### config.mk
export PLATFORM = sky130hd
export DESIGN_NAME = epidemic_rx_port
export DESIGN_NICKNAME = d
export VERILOG_FILES = /design/src/rtl/epidemic_noc_pkg.sv /design/src/rtl/epi_sync_fifo.sv /design/src/rtl/epidemic_rx_port.sv
export SDC_FILE = /design/constraint.sdc
export NUM_CORES = 1
export LEC_CHECK = 0
export CORE_UTILIZATION = 45
export CTS_CLUSTER_SIZE = 24
export DETAILED_ROUTE_END_ITERATION = 8
export GPL_TIMING_DRIVEN = 0
export PLACE_DENSITY = 0.67
export SLEW_MARGIN = 20
export SYNTH_ARGS = -nofsm -noshare
export SYNTH_HDL_FRONTEND = slang
export SYNTH_SLANG_ARGS = --single-unit
### constraint.sdc
create_clock -name clk -period 3.8 [get_ports clk]
set_input_delay 0.95 -clock clk [delete_from_list [all_inputs] [get_ports clk]]
set_output_delay 0.95 -clock clk [all_outputs]
set_load 0.005 [all_outputs]
### src/rtl/epidemic_noc_pkg.sv
// Shared definitions for the epidemic-routing grid NoC: flit geometry and link sides.
package epidemic_noc_pkg;

    localparam int NOC_DATA_W = 32;
    localparam int NOC_ID_W   = 8;

    // The packet ID occupies the low bits of every flit.
    localparam int ID_LSB = 0;
    localparam int ID_MSB = NOC_ID_W - 1;

    typedef enum logic [1:0] {
        SIDE_L = 2'd0,
        SIDE_R = 2'd1,
        SIDE_T = 2'd2,
        SIDE_B = 2'd3
    } side_e;

endpackage

### src/rtl/epi_sync_fifo.sv
// DEPTH x DATA_W synchronous FIFO with full/empty/count; pushes when full and pops when empty are ignored.
module epi_sync_fifo #(
    parameter int DATA_W = 32,
    parameter int DEPTH  = 4
) (
    input  logic                       clk,
    input  logic                       rstn,
    input  logic                       push,
    input  logic [DATA_W-1:0]          wdata,
    input  logic                       pop,
    output logic [DATA_W-1:0]          rdata,
    output logic                       full,
    output logic                       empty,
    output logic [$clog2(DEPTH):0]     count
);

    localparam int AW = $clog2(DEPTH);
    localparam int CW = AW + 1;

    logic [DATA_W-1:0] mem_q [DEPTH];
    logic [AW-1:0]     wr_ptr_q, wr_ptr_d;
    logic [AW-1:0]     rd_ptr_q, rd_ptr_d;
    logic [CW-1:0]     count_q, count_d;
    logic              do_push, do_pop;

    assign full    = (count_q == CW'(DEPTH));
    assign empty   = (count_q == '0);
    assign count   = count_q;
    assign rdata   = mem_q[rd_ptr_q];
    assign do_push = push && !full;
    assign do_pop  = pop && !empty;

    // NOTE: every variable gets a default at the top of always_comb so no path leaves it unassigned (no latch).
    always_comb begin
        wr_ptr_d = wr_ptr_q;
        rd_ptr_d = rd_ptr_q;
        count_d  = count_q;
        if (do_push) wr_ptr_d = wr_ptr_q + 1'b1;
        if (do_pop)  rd_ptr_d = rd_ptr_q + 1'b1;
        case ({do_push, do_pop})
            2'b10:   count_d = count_q + 1'b1;
            2'b01:   count_d = count_q - 1'b1;
            default: count_d = count_q;
        endcase
    end

    // NOTE: sequential state uses non-blocking assignments so all registers update together on the edge.
    always_ff @(posedge clk) begin
        if (!rstn) begin
            wr_ptr_q <= '0;
            rd_ptr_q <= '0;
            count_q  <= '0;
        end else begin
            wr_ptr_q <= wr_ptr_d;
            rd_ptr_q <= rd_ptr_d;
            count_q  <= count_d;
        end
    end

    // NOTE: storage is deliberately not reset; count/pointers alone decide which entries are meaningful.
    always_ff @(posedge clk) begin
        if (do_push) mem_q[wr_ptr_q] <= wdata;
    end

endmodule

### src/rtl/epidemic_rx_port.sv
// Inbound link port: buffers flits and drops packet copies whose ID was seen recently.
// Define EPI_RX_STATS_EN to add the o_dup_cnt saturating duplicate counter port.
module epidemic_rx_port
    import epidemic_noc_pkg::*;
#(
    parameter int DATA_W = epidemic_noc_pkg::NOC_DATA_W,
    parameter int ID_W   = epidemic_noc_pkg::NOC_ID_W,
    parameter int DEPTH  = 4,
    parameter int SEEN   = 8
) (
    input  logic              clk,
    input  logic              rstn,
    input  logic              i_valid,
    input  logic [DATA_W-1:0] i_data,
    output logic              o_ready,
    output logic              o_valid,
    output logic [DATA_W-1:0] o_data,
    input  logic              i_ready
`ifdef EPI_RX_STATS_EN
   ,output logic [15:0]       o_dup_cnt
`endif
);

    localparam int SW = $clog2(SEEN);

    logic              fifo_full, fifo_empty;
    logic [$clog2(DEPTH):0] fifo_count;
    logic              accept, hit, fifo_push, fifo_pop;
    logic [ID_W-1:0]   rx_id;

    logic [ID_W-1:0]   seen_id_q [SEEN];
    logic [SEEN-1:0]   seen_vld_q, seen_vld_d;
    logic [SW-1:0]     ins_ptr_q, ins_ptr_d;

    assign rx_id     = i_data[ID_LSB +: ID_W];
    assign o_ready   = rstn && !fifo_full;
    assign o_valid   = !fifo_empty;
    assign accept    = i_valid && o_ready;
    assign fifo_push = accept && !hit;
    assign fifo_pop  = o_valid && i_ready;

    always_comb begin
        hit = 1'b0;
        for (int i = 0; i < SEEN; i++) begin
            if (seen_vld_q[i] && (seen_id_q[i] == rx_id)) hit = 1'b1;
        end
    end

    // Oldest-first replacement: the insert pointer simply rotates over the table.
    always_comb begin
        seen_vld_d = seen_vld_q;
        ins_ptr_d  = ins_ptr_q;
        if (fifo_push) begin
            seen_vld_d[ins_ptr_q] = 1'b1;
            ins_ptr_d             = ins_ptr_q + 1'b1;
        end
    end

    always_ff @(posedge clk) begin
        if (!rstn) begin
            seen_vld_q <= '0;
            ins_ptr_q  <= '0;
        end else begin
            seen_vld_q <= seen_vld_d;
            ins_ptr_q  <= ins_ptr_d;
        end
    end

    always_ff @(posedge clk) begin
        if (fifo_push) seen_id_q[ins_ptr_q] <= rx_id;
    end

`ifdef EPI_RX_STATS_EN
    logic [15:0] dup_cnt_q, dup_cnt_d;

    always_comb begin
        dup_cnt_d = dup_cnt_q;
        if (accept && hit && (dup_cnt_q != 16'hFFFF)) dup_cnt_d = dup_cnt_q + 16'd1;
    end

    always_ff @(posedge clk) begin
        if (!rstn) dup_cnt_q <= '0;
        else       dup_cnt_q <= dup_cnt_d;
    end

    assign o_dup_cnt = dup_cnt_q;
`endif

    epi_sync_fifo #(
        .DATA_W (DATA_W),
        .DEPTH  (DEPTH)
    ) u_fifo (
        .clk   (clk),
        .rstn  (rstn),
        .push  (fifo_push),
        .wdata (i_data),
        .pop   (fifo_pop),
        .rdata (o_data),
        .full  (fifo_full),
        .empty (fifo_empty),
        .count (fifo_count)
    );

    // Occupancy is implied by full/empty at this level; count is kept for debug visibility.
    logic unused_count;
    assign unused_count = ^fifo_count;

endmodule
Word-level counts from Yosys, hierarchy flattened

Memories as Yosys holds them, arrays and structs flattened. A register that Yosys moved wholly into a read port is not among the register bits.
Index checks and enable logic that the tools add are counted.

Bits in registers: 18
Latch bits: 0
Bits in writable memories: 192
Bits in read-only memories: 0
Input bits: 36
Output and inout port bits: 34
Logic and storage cells: 63
Memories kept: 2

Memories:

| name         | words | bits a word | rd ports | clocked after memory_dff | write ports | line                   | source |
|---|---|---|---|---|---|---|---|
| u_fifo.mem_q | 4     | 32          | 1        | 1                        | 1           | epi_sync_fifo.sv:20    | `logic [DATA_W-1:0] mem_q [DEPTH];` |
| seen_id_q    | 8     | 8           | 8        | 0                        | 1           | epidemic_rx_port.sv:31 | `logic [ID_W-1:0] seen_id_q [SEEN];` |

Add/subtract/negate cells: 5
Multipliers: 0
Divide/modulo/power cells: 0
$lt $le $gt $ge: 2
Eq/ne operators: 11
Shift operators: 0
Mux-type cells: 17
Bitwise logic cells: 1
Reductions and logical operators: 20

Operators by type and width:

| operator                                                          | count |
|---|---|
| == test 8 bit                                                     | 8 |
| logical AND 1 bit                                                 | 15 |
| 2-to-1 mux 1 bit                                                  | 13 |
| bitwise OR 8 bit                                                  | 1 |
| adder 3 x 1 -> 3 bit, second input constant                       | 2 |
| one-hot mux 3 bit (2 select lines)                                | 1 |
| adder 2 x 1 -> 2 bit, second input constant                       | 2 |
| less-than comparator 3 x 4 -> 1 bit, second input constant        | 1 |
| 2-to-1 mux 2 bit                                                  | 2 |
| demux 1 bit (select 3 bit)                                        | 1 |
| == test 3 bit, second input constant                              | 1 |
| greater-or-equal comparator 3 x 1 -> 1 bit, second input constant | 1 |
| zero test 1 bit                                                   | 3 |
| zero test 3 bit                                                   | 1 |
| subtractor 3 x 1 -> 3 bit, second input constant                  | 1 |
| == test 2 x 1 -> 1 bit, second input constant                     | 1 |
| == test 2 bit, second input constant                              | 1 |
| nonzero test 2 bit                                                | 1 |

Logic depth before layout (Yosys ltp)

Depth after elaboration: 15
Gate-level depth with buffers: 13

By module

From an unflattened synthesis, not the netlist that was laid out.

Cell total of the unflattened synthesis: 442
Area total of the unflattened synthesis: 8395.6 µm²

Modules (own cells, without submodules):

| module           | times used | cells an instance | area each (µm²) |
|---|---|---|---|
| epi_sync_fifo    | 1          | 221               | 5144.9 |
| epidemic_rx_port | 1          | 221               | 3250.6 |

Least setup slack after synthesis

Ideal clock, no wire load.

Path kind: input to register
Start point: in i_data[5]
End point: mem u_fifo.mem_q[0][0] (enable)
Setup time: 421 ps
Arrival: 3440 ps
Data required time: 3379 ps
Setup slack: -61 ps
Stages on the path: 8
Path through: buf_4 -> xnor2_1 -> nand3_1 -> nor3_1 -> nor4_4 -> nand3_4 -> buf_6 -> nor2_1

Cells in the longest elaborated chain, start to end: 15
Elaborated cells between the ends (all ways): 29
Classes of those cells: 8 x eq/ne; 10 x mux; 11 x reduce/logical

Ends and longest elaborated chain:

| item                                     | line                   | source |
|---|---|---|
| start, declared                          | epidemic_rx_port.sv:14 | `input logic [DATA_W-1:0] i_data,` |
| == test 8 bit                            | epidemic_rx_port.sv:45 | `if (seen_vld_q[i] && (seen_id_q[i] == rx_id)) hit = 1'b1;` |
| logical AND 1 bit                        | epidemic_rx_port.sv:45 |  |
| 2-to-1 mux 1 bit (7 in a row)            | epidemic_rx_port.sv:45 |  |
| 2-to-1 mux 1 bit *                       | epidemic_rx_port.sv:45 |  |
| zero test 1 bit *                        | epidemic_rx_port.sv:39 | `assign fifo_push = accept && !hit;` |
| logical AND 1 bit *                      | epidemic_rx_port.sv:39 |  |
| logical AND 1 bit *                      | epi_sync_fifo.sv:30    | `assign do_push = push && !full;` |
| 2-to-1 mux 1 bit *                       | epi_sync_fifo.sv:62    | `if (do_push) mem_q[wr_ptr_q] <= wdata;` |
| 2-to-1 mux 1 bit (implied by the code) * | epi_sync_fifo.sv:62    |  |
| end, declared                            | epi_sync_fifo.sv:20    |  |

Every way passes the cells marked *; elsewhere a longest branch is shown, timed or not.

Worst setup path in the final report

Start point: in i_data[5]
End point: reg u_fifo.count_q[2] (netlist: u_fifo.count[2])

Cells in the longest elaborated chain, start to end: 15
Elaborated cells between the ends (all ways): 31
Classes of those cells: 10 x eq/ne; 9 x mux; 12 x reduce/logical

Ends and longest elaborated chain:

| item                                                                            | line                   | source |
|---|---|---|
| == test 8 bit                                                                   | epidemic_rx_port.sv:45 |  |
| logical AND 1 bit                                                               | epidemic_rx_port.sv:45 |  |
| 2-to-1 mux 1 bit (7 in a row)                                                   | epidemic_rx_port.sv:45 |  |
| 2-to-1 mux 1 bit *                                                              | epidemic_rx_port.sv:45 |  |
| zero test 1 bit *                                                               | epidemic_rx_port.sv:39 |  |
| logical AND 1 bit *                                                             | epidemic_rx_port.sv:39 |  |
| logical AND 1 bit *                                                             | epi_sync_fifo.sv:30    |  |
| == test 2 x 1 -> 1 bit / == test 2 bit (equally long branches)                  | epi_sync_fifo.sv:40    | `case ({do_push, do_pop})` |
| one-hot mux 3 bit (2 select lines) / nonzero test 2 bit (equally long branches) | -                      |  |
| end signal, assigned                                                            | epi_sync_fifo.sv:56    | `count_q <= count_d;` |
| end, declared                                                                   | epi_sync_fifo.sv:23    | `logic [CW-1:0] count_q, count_d;` |

Marks and branches as above.
A chain may end at the register's enable or synchronous reset.

==> results by group <==
Global routing
  – First-pass GRT wire length: 22.6 mm
  – Grt total ovfl: 0
  – Vias in the first global route: 4,316
  – Pin count of the biggest net entering global routing: 21
  – Initial antenna violation count: 0
  – GRT Total Usage: 16.0%

Place
  – Port-buffer cells: 69
  – Placer Congestion: 0.738
  – Placed instance area: 9420 um2
  – Detailed placement HPWL: 9.48 mm
  – Placed insts: 742

Timing
  – Final setup viols: 0
  – Worst Clk Skew: 0.00986 ns
  – Tightest Pin Transition: 0.706 ns
  – Final Max Tran Viols: 0
  – Fin crit share: 95.0%
  – RSZ-0062 raised after global routing: false
  – Hold_ws: 0.465 ns
  – Post-route minimum period: 3.61 ns
  – Fmax: 277 MHz
  – Setup TNS: 0 ns
  – Hold Fails Final Rpt: 0
  – Headroom to the max-slew limit: 52.7%

Hold path
  – Hold worst-path end: seen_vld_q[1]
  – Worst hold start: seen_vld_q[1]
  – Number of cells on the worst hold path: 2
  – HP Class: flop to flop

Setup path
  – Crit-path cells: clkdlybuf4s15_2 -> buf_4 -> xor2_1 -> nor4_2 -> nand4_1 -> and3_1 -> nand3_4 -> buf_6 -> ha_1 -> inv_1 -> fa_1 -> xor2_1 -> or3_1 -> a21oi_1
  – Crit. path cell count: 14
  – CP required: 4.24 ns
  – CP max stage cell: fa_1
  – Worst Path Arrival: 4.05 ns
  – Worst reg-to-reg setup slack: 0.81 ns
  – Worst R2R Start: seen_id_q[6][1]
  – Crit-path max cell delay: 0.37 ns
  – Maximum fanout along the worst path: 13
  – Critical path class: primary input to flop
  – Worst R2R Path Depth: 12
  – R2R Path End: u_fifo.count[2]
  – Critical path's top delay family: simple AND/OR/NAND/NOR gates
  – CP bufs+invs: 4
  – Startpoint Class: primary input
  – Worst setup EP type: flop
  – Most used cell, CP: xor2_1

Detailed routing
  – Via/cell ratio: 5.10
  – 1st-iter DRT viols: 128
  – Detailed Route WL: 14.3 mm
  – TritonRoute pass-1 iters: 4
  – Post-route ant nets: 0
  – Remaining DRCs: 0
  – Wire per inst: 18.3 um
  – Via count: 3,999

Final layout
  – Final Net Count: 581
  – Layout area overhead: 22.7%
  – Post-Layout Inst Area: 10,200 um2
  – Share of layout cells above drive strength 1: 19.3%
  – FILL cells: 1,374
  – Ant. Diodes: 0
  – Post-route insts no fill: 784

Synth
  – Synth area leader: edfxtp_1
  – Mapped Nets: 483
  – Top post-synthesis cells by area: edfxtp_1 (69%), mux4_2 (8.7%), dfxtp_1 (4.8%)
  – Yosys reg bits: 212
  – Yosys top cell area share: 69.4%
  – Part of the Yosys area used for sequential elements: 74.2%
  – Mean Syn Cell Area: 18.9 um2
  – Mapped Area: 8310 um2
  – Post-synth cell types: 34
  – Cell count after synthesis: 440
  – Ys Warns: 0

Clock tree
  – CTS tree: built
  – CTS H-Tree Depth: 1
  – Clock buffer count from CTS: 23
  – Clock Sinks: 212
  – Clock latency on the worst-skew pair: 0.51 ns
  – Clock Tree Buf Depth: 3
  – Hold buffer count at cts: 0
  – CTS clk-pin slew, worst paths: 0.06 ns
  – Clock root cell: clkbuf_16

Run status
  – Status: finished clean

Power
  – Peak VDD IR: 0.366 mV
  – Pleak: 3.29 nW
  – Power per cell area: 595 nW/um2
  – PnR Total Power: 6.06 mW

Floorplan
  – Row Count: 49
  – Die area: 19,000 um2
  – DIE HEIGHT: 138 um
  – Die width: 138 um
  – CORE AREA: 18,000 um2
  – Starting Density: 46.1%
  – # IOs: 70

Job
  – Max-cap violation count: 0
==> how the worst max path moves through the flow <==
stage	start	end	slack [ns]
detailed placement	i_data[2]	u_fifo.count[2]	-0.98
CTS	i_data[1]	u_fifo.count[2]	0.008
global placement	i_data[2]	u_fifo.mem_q[1][20]	-2.17
global route	i_data[5]	u_fifo.count[2]	0.01
finish	i_data[5]	u_fifo.count[2]	0.19
floorplan	i_data[5]	u_fifo.mem_q[0][0]	-0.06
==> per-stage QoR <==
step | setup slack, ns | util (%)
finish | 0.190 | 56.5
floorplan | -0.0607 | -
global placement | -2.17 | 51.5
detailed placement | -0.981 | 52.3
CTS | 0.00777 | 56.6
global route | 0.0119 | 56.5
==> cells by family (layout without fill, tap and decap cells) <==
group | Yosys count | count (layout) | share of synthesized area (%)
DFF | 212 | 212 | 74.2
and+or+nand+nor | 73 | 73 | 4.88
xor gates and xnor gates | 68 | 68 | 7.17
muxes | 37 | 37 | 9.28
buffers and inverters | 30 | 145 | 2.17
AOI/OAI and AO/OA | 13 | 13 | 1.11
adders and majority gates | 7 | 7 | 1.14
==> power breakdown <==
group / switching (mW) / total [mW] / leakage (nW) / internal (mW)
sequential: 0.0614 / 2.75 / 1.90 / 2.69
clock: 0.847 / 2.23 / 0.382 / 1.38
combinational: 0.464 / 1.07 / 1.00 / 0.610
==> per-layer routing <==
layer  GRT usage [%]  wire (um)  vias to the layer above
met1            19.7       6020                     2006
met4            6.10        424                        0
li1                -          -                     1888
met2            28.3       7350                       80
met3            2.63        542                       25
met5               0          0                        -
==> repair_timing <==
item / in CTS / in global routing
buffers inserted: 0 / 0
setup endpoints to repair: 2 / 1
resized for setup: 15 / 12
==> worst register-to-register path, stage by stage (launching register included) <==
cell      delay (ns)
edfxtp_1        0.38
xnor2_1         0.21
nand4_1         0.15
nor4_2          0.30
a31oi_2         0.21
nand3_4         0.19
buf_6           0.22
ha_1            0.22
inv_1           0.07
fa_1            0.37
xor2_1          0.16
or3_1           0.30
a21oi_1         0.16
==> flip-flops by register name, summed over array words and instances, names as in the netlist, named ones only <==
| register | cells |
|---|---|
| u_fifo.mem_q | 128 |
| u_fifo.count | 3 |
| ins_ptr_q | 3 |
| u_fifo.rd_ptr_q | 2 |
| seen_id_q | 64 |
| seen_vld_q | 8 |
| u_fifo.wr_ptr_q | 2 |
==> placed cells by master, fill, tap and decap left out, drive strengths merged <==
master | netlist | layout
edfxtp | 192 | 192
clkdlybuf4s50 | 0 | 61
xnor2 | 41 | 41
clkbuf | 5 | 37
mux4 | 32 | 32
xor2 | 27 | 27
nand2 | 21 | 21
dfxtp | 20 | 20
buf | 13 | 17
nor2 | 15 | 15
inv | 12 | 13
nand4 | 10 | 10
nor3 | 10 | 10
clkinv | 0 | 10
ha | 6 | 6
nor4 | 6 | 6
mux2i | 5 | 5
o21ai | 5 | 5
nand3 | 5 | 5
bufinv | 0 | 4
o31ai | 3 | 3
clkdlybuf4s15 | 0 | 3
or3 | 2 | 2
nand2b | 2 | 2
a21oi | 2 | 2
a31oi | 2 | 2
and2 | 1 | 1
and3 | 1 | 1
o41ai | 1 | 1
fa | 1 | 1
==> cell usage after synthesis <==
cell type,count
a21oi_1,2
a31oi_1,1
a31oi_2,1
and2_1,1
and3_1,1
buf_1,1
buf_2,3
buf_4,1
buf_6,8
clkbuf_1,5
dfxtp_1,20
edfxtp_1,192
fa_1,1
ha_1,6
inv_1,11
inv_2,1
mux2i_1,5
mux4_2,32
nand2_1,21
nand2b_1,2
nand3_1,4
nand3_4,1
nand4_1,10
nor2_1,15
nor3_1,7
nor3_2,3
nor4_1,4
nor4_4,2
o21ai_0,5
o31ai_1,3
o41ai_2,1
or3_1,2
xnor2_1,41
xor2_1,27
==> area by class of cell <==
class | instances | area (um2) | share of cell area (%)
flip-flops and latches | 212 | 6170 | 60.5
multi-input cells | 198 | 2010 | 19.7
repair buffers | 73 | 779 | 7.65
clock buffers | 27 | 591 | 5.80
well taps | 229 | 287 | 2.81
clock inverters | 15 | 179 | 1.76
plain buffers | 18 | 135 | 1.33
inverters | 12 | 45.0 | 0.442
Note: power is estimated with default switching activity, not from simulation.
==> edit 1: new RTL, same settings <==
The parameter `SEEN` goes from 8 to 32.
--- a/src/rtl/epidemic_rx_port.sv
+++ b/src/rtl/epidemic_rx_port.sv
@@ -6,7 +6,7 @@
     parameter int DATA_W = epidemic_noc_pkg::NOC_DATA_W,
     parameter int ID_W   = epidemic_noc_pkg::NOC_ID_W,
     parameter int DEPTH  = 4,
-    parameter int SEEN   = 8
+    parameter int SEEN   = 32
 ) (
     input  logic              clk,
     input  logic              rstn,
Behaviour: same outputs for any inputs over 4 cycles, from zero or initial values and one cycle with rstn low; that may be too few to reach the edited logic, so the function may still have changed.
==> edit 1 against the original RTL <==
Wire length grew to 2.7 times the old value. Die area up 110%. Critical path depth rose by 6. Sequential share of layout area is 1.1 points lower. Synthesized cell count rose by 130%. Total power up 87%. Via count rose by 130%. Sequential cell count is 218 higher. Worst setup slack got worse by 0.12 ns. Area after synthesis is 110% higher. Final area increased by 110%. Largest cell class unchanged. Largest power group unchanged.
==> edit 1: results (changes against the original RTL) <==
skew final 0.0338 ns (was 0.00986 ns); leak pwr 7.44 nW (was 3.29 nW); Post-synth EDFFs 384 (was 192); Fillers 2938 (was 1374); Combinational Power Share 0.126 (was 0.177); met3 routed WL 2.71 mm (was 542 um); number of global-route vias before repair 9302 (was 4316); clk_lat worst skew 0.56 ns (was 0.51 ns); worst-path fanout max 10 (was 13); pin count of the biggest net entering global routing 33 (was 21); Synth area leaders edfxtp_1 66%, xor2_1 11%, dfxtp_1 5.3% (was edfxtp_1 69%, mux4_2 8.7%, dfxtp_1 4.8%); peak supply drop 0.600 mV (was 0.366 mV); Hold Crit Depth 1 (was 2); post-layout min period 3.73 ns (was 3.61 ns); slowest CP cell fa_2 (was fa_1); CTS HTree Levels 2 (was 1); WHS 0.452 ns (was 0.465 ns); met1 Track Usage GR 0.276 (was 0.197); Arr. time, crit path 4.21 ns (was 4.05 ns); HPWL after DPL 23.0 mm (was 9.48 mm); sequential fraction of the synthesis area 0.715 (was 0.742); Critical Path Max Stage Delay 0.33 ns (was 0.37 ns); Final GP Congestion 0.796 (was 0.738); Placed Instances 1601 (was 742); DP Worst Slack -1.20 ns (was -0.981 ns); Slew @ Worst Pin 0.900 ns (was 0.706 ns); synth unique cells 39 (was 34); first-pass GRT wire length 58.3 mm (was 22.6 mm); status finished, final reports clean (unchanged); port buffer count 68 (was 69); met2 Track Usage GR 0.335 (was 0.283); initial DRC count 834 (was 128); fraction of layout cells with a size suffix above 1 0.159 (was 0.193); met2 wire len 18.7 mm (was 7.35 mm); All-Layer GR Usage 0.207 (was 0.160); Final #Nets 1189 (was 581); top flop regs seen_id_q: 256 flops, u_fifo.mem_q: 128 flops, seen_vld_q: 32 flops (was u_fifo.mem_q: 128 flops, seen_id_q: 64 flops, seen_vld_q: 8 flops); Commonest cells post-synth 384 x edfxtp_1, 221 x xor2_1, 46 x dfxtp_1 (was 192 x edfxtp_1, 41 x xnor2_1, 32 x mux4_2); reg2reg setup slack 0.79 ns (was 0.81 ns); GR Layer Usage met3 0.0441 (was 0.0263); Net Sw Frac 0.220 (was 0.226); HP Start seen_vld_q[18] (was seen_vld_q[1]); Reg2Reg Depth 15 (was 12); First-pass DRT Iterations 5 (was 4); Final Non-Filler Cells 1688 (was 784); Power Combinational 0.00143 W (was 0.00107 W)
-- edit 1: cell types whose count changed in the layout (fill, tap and decap cells not counted), moves of 20 or more --
cell / change
a21o_1: +31
and3_1: +24
clkbuf_16: +20
dfxtp_1: +26
edfxtp_1: +192
nand4_1: +28
nor3_1: +24
nor4_1: +30
xor2_1: +194
-- edit 1: worst max path at each step --
stage,from,to,cells after the start
floorplan,i_data[2],u_fifo.count[2],18
global placement,i_data[4],u_fifo.mem_q[1][22],11
detailed placement,i_data[2],u_fifo.mem_q[0][28],13
CTS,i_data[7],u_fifo.count[2],19
global route,i_data[1],u_fifo.count[2],20
finish,i_data[1],u_fifo.count[2],20
-- edit 1: critical path: cells and delay by family --
family                     cells  cell delay [ns]
adders and majority gates      2             0.46
and+or+nand+nor                6             1.20
buffers and inverters          9             1.13
xor gates and xnor gates       2             0.32
AOI/OAI and AO/OA              1             0.12
-- edit 1: cell families (layout without fill, tap and decap cells) --
kind of cell	after synthesis	after routing	share of synthesized area
xor+xnor	261	261	0.131
buf+inv	60	226	0.0278
flops	430	430	0.715
simple gates	174	174	0.0596
mux	33	33	0.0419
compound gates	43	43	0.0174
fa+ha+maj	10	10	0.00761
-- edit 1: area by class of cell --
class                      count  area (um^2)  share of cell area
buffer                        45          529              0.0252
clock buffer                  53         1160              0.0555
clock inverter                26          382              0.0182
inverter                      10         41.3             0.00197
multi-input combinational    521         4540               0.216
sequential                   430        12500               0.594
tap                          511          639              0.0305
timing repair buffer          92         1220              0.0581
-- edit 1: repair_timing --
item / 4_1_cts / 5_1_grt
gates cloned: 6 / 0
pin swaps: 10 / 5
buffers inserted: 6 / 1
setup endpoints to repair: 336 / 253
hold buffers: 0 / 0
endpoints found under the hold margin: 0 / 0
gates resized for setup: 45 / 31
==> edit 2: new RTL, same settings <==
Without the edit above. Add a define of `EPI_RX_STATS_EN`.
--- a/src/rtl/epidemic_rx_port.sv
+++ b/src/rtl/epidemic_rx_port.sv
@@ -1,5 +1,7 @@
 // Inbound link port: buffers flits and drops packet copies whose ID was seen recently.
 // Define EPI_RX_STATS_EN to add the o_dup_cnt saturating duplicate counter port.
+`define EPI_RX_STATS_EN
+
 module epidemic_rx_port
     import epidemic_noc_pkg::*;
 #(
Behaviour (old outputs only; new: o_dup_cnt): no difference found for any inputs over 4 cycles, from zero or initial values and one cycle with rstn low; that may be too few to reach the edited logic, so the function may still have changed.
==> edit 2 against the original RTL <==
Area after synthesis up 9.3%. Final area grew 10%. Clock skew about the same. Fmax grew 0.48%. Wire length up 18%. Total power grew 4.6%. Sequential cell count increased by 16. Clock power is 6% higher. Largest power group unchanged. Worst setup slack better by 0.017 ns. Critical endpoint is now o_data[7]. Count of clock-buffer cells in the layout up 4. Core utilization increased by 0.68 points. Die area rose by 9.2%.
==> edit 2: results (changes against the original RTL) <==
status finished, final reports clean (unchanged); adder-cell share of the synthesized area 0.0118 (was 0.0114); initial DRC count 218 (was 128); leak pwr 3.62 nW (was 3.29 nW); HPWL after DPL 11.1 mm (was 9.48 mm); total CTS buffers 24 (was 23); M1 WL 7.31 mm (was 6.02 mm); mux share of post-synthesis cell area 0.0882 (was 0.0928); worst-path fanout max 10 (was 13); P_int 0.00493 W (was 0.00469 W); share of the synthesized area in the top cell type 0.635 (was 0.694); All-Layer GR Usage 0.169 (was 0.160); first-pass GRT wire length 26.6 mm (was 22.6 mm); complex-gate fraction of the synthesized area 0.0270 (was 0.0111); synth unique cells 39 (was 34); Fillers 1539 (was 1374); port buffer count 85 (was 69); RR Startpoint seen_id_q[3][1] (was seen_id_q[6][1]); First-pass DRT Iterations 5 (was 4); GR Layer Usage met3 0.0305 (was 0.0263); Arr. time, crit path 2.64 ns (was 4.05 ns); DP Worst Slack -1.21 ns (was -0.981 ns); Commonest cells post-synth 192 x edfxtp_1, 59 x xor2_1, 36 x dfxtp_1 (was 192 x edfxtp_1, 41 x xnor2_1, 32 x mux4_2); peak supply drop 0.347 mV (was 0.366 mV); CP Class register to primary output (was input pin to register); HP Start seen_vld_q[1] (unchanged); Syn Nets 578 (was 483); skew final 0.00951 ns (was 0.00986 ns); placed inst area 10400 um^2 (was 9420 um^2); Setup crit end o_data[7] (was u_fifo.count[2]); max_slew headroom 0.522 (was 0.527); Routed WL 16.9 mm (was 14.3 mm); via/cell ratio 5.29 (was 5.10); Final GP Congestion 0.780 (was 0.738); Endpoint, Worst Hold seen_vld_q[1] (unchanged); pin count of the biggest net entering global routing 19 (was 21); met1 Track Usage GR 0.214 (was 0.197); Final #Nets 692 (was 581); met3 routed WL 834 um (was 542 um); fraction of layout cells with a size suffix above 1 0.170 (was 0.193); xor/xnor share of the synthesized area 0.0656 (was 0.0717); post-layout min period 3.59 ns (was 3.61 ns); Synth area leaders edfxtp_1 63%, dfxtp_1 7.9%, mux4_2 7.9% (was edfxtp_1 69%, mux4_2 8.7%, dfxtp_1 4.8%)
==> edit 2: cell types whose count changed after synthesis, moves of 4 or more <==
cell	change
a21oi_1	+9
clkbuf_1	+4
dfxtp_1	+16
xor2_1	+32
and2_1	+6
o31ai_1	+14
xnor2_1	-32
nor4_1	+4
nand2_1	+8
or4_1	+11
nor3_1	+10
==> edit 2: power by group through the flow <==
stage / Clock (W) / Combinational [W] / Sequential [W]
after CTS: 0.00242 / 0.00109 / 0.00291
after floorplan: 0 / 0.000586 / 0.00295
after global routing: 0.00251 / 0.00117 / 0.00292
after global placement: 0 / 0.00103 / 0.00296
after detailed placement: 0 / 0.00107 / 0.00296
final: 0.00236 / 0.00107 / 0.00291
==> edit 2: per-stage QoR <==
stage                     hold WS [ns]   util  std cells
after floorplan                  0.425      -        534
after global placement           0.449  0.524        884
after detailed placement         0.454  0.530        888
after CTS                        0.468  0.573        930
after global routing             0.502  0.572        930
final                            0.473  0.572        930
==> edit 2: cell type report <==
| type | instances | area, um^2 | share of cell area |
|---|---|---|---|
| Buffer | 24 | 184 | 0.0164 |
| Clock buffer | 31 | 648 | 0.0578 |
| Clock inverter | 12 | 160 | 0.0143 |
| Inverter | 10 | 38.8 | 0.00346 |
| Multi-Input combinational cell | 271 | 2440 | 0.218 |
| Sequential cell | 228 | 6490 | 0.579 |
| Tap cell | 265 | 332 | 0.0296 |
| Timing Repair Buffer | 89 | 921 | 0.0822 |
==> edit 2: worst max-delay path: stages, from the launching register on <==
cell and delay [ns]:
dfxtp_1 0.31, clkbuf_1 0.27, clkdlybuf4s15_2 0.50, mux4_2 0.57, clkdlybuf4s50_1 0.49
==> edit 2: timing repair <==
item | CTS | global route
pin swaps | 0 | 0
setup endpoints to repair | 169 | 2
hold buffers | 0 | 0
gates resized for setup | 23 | 17
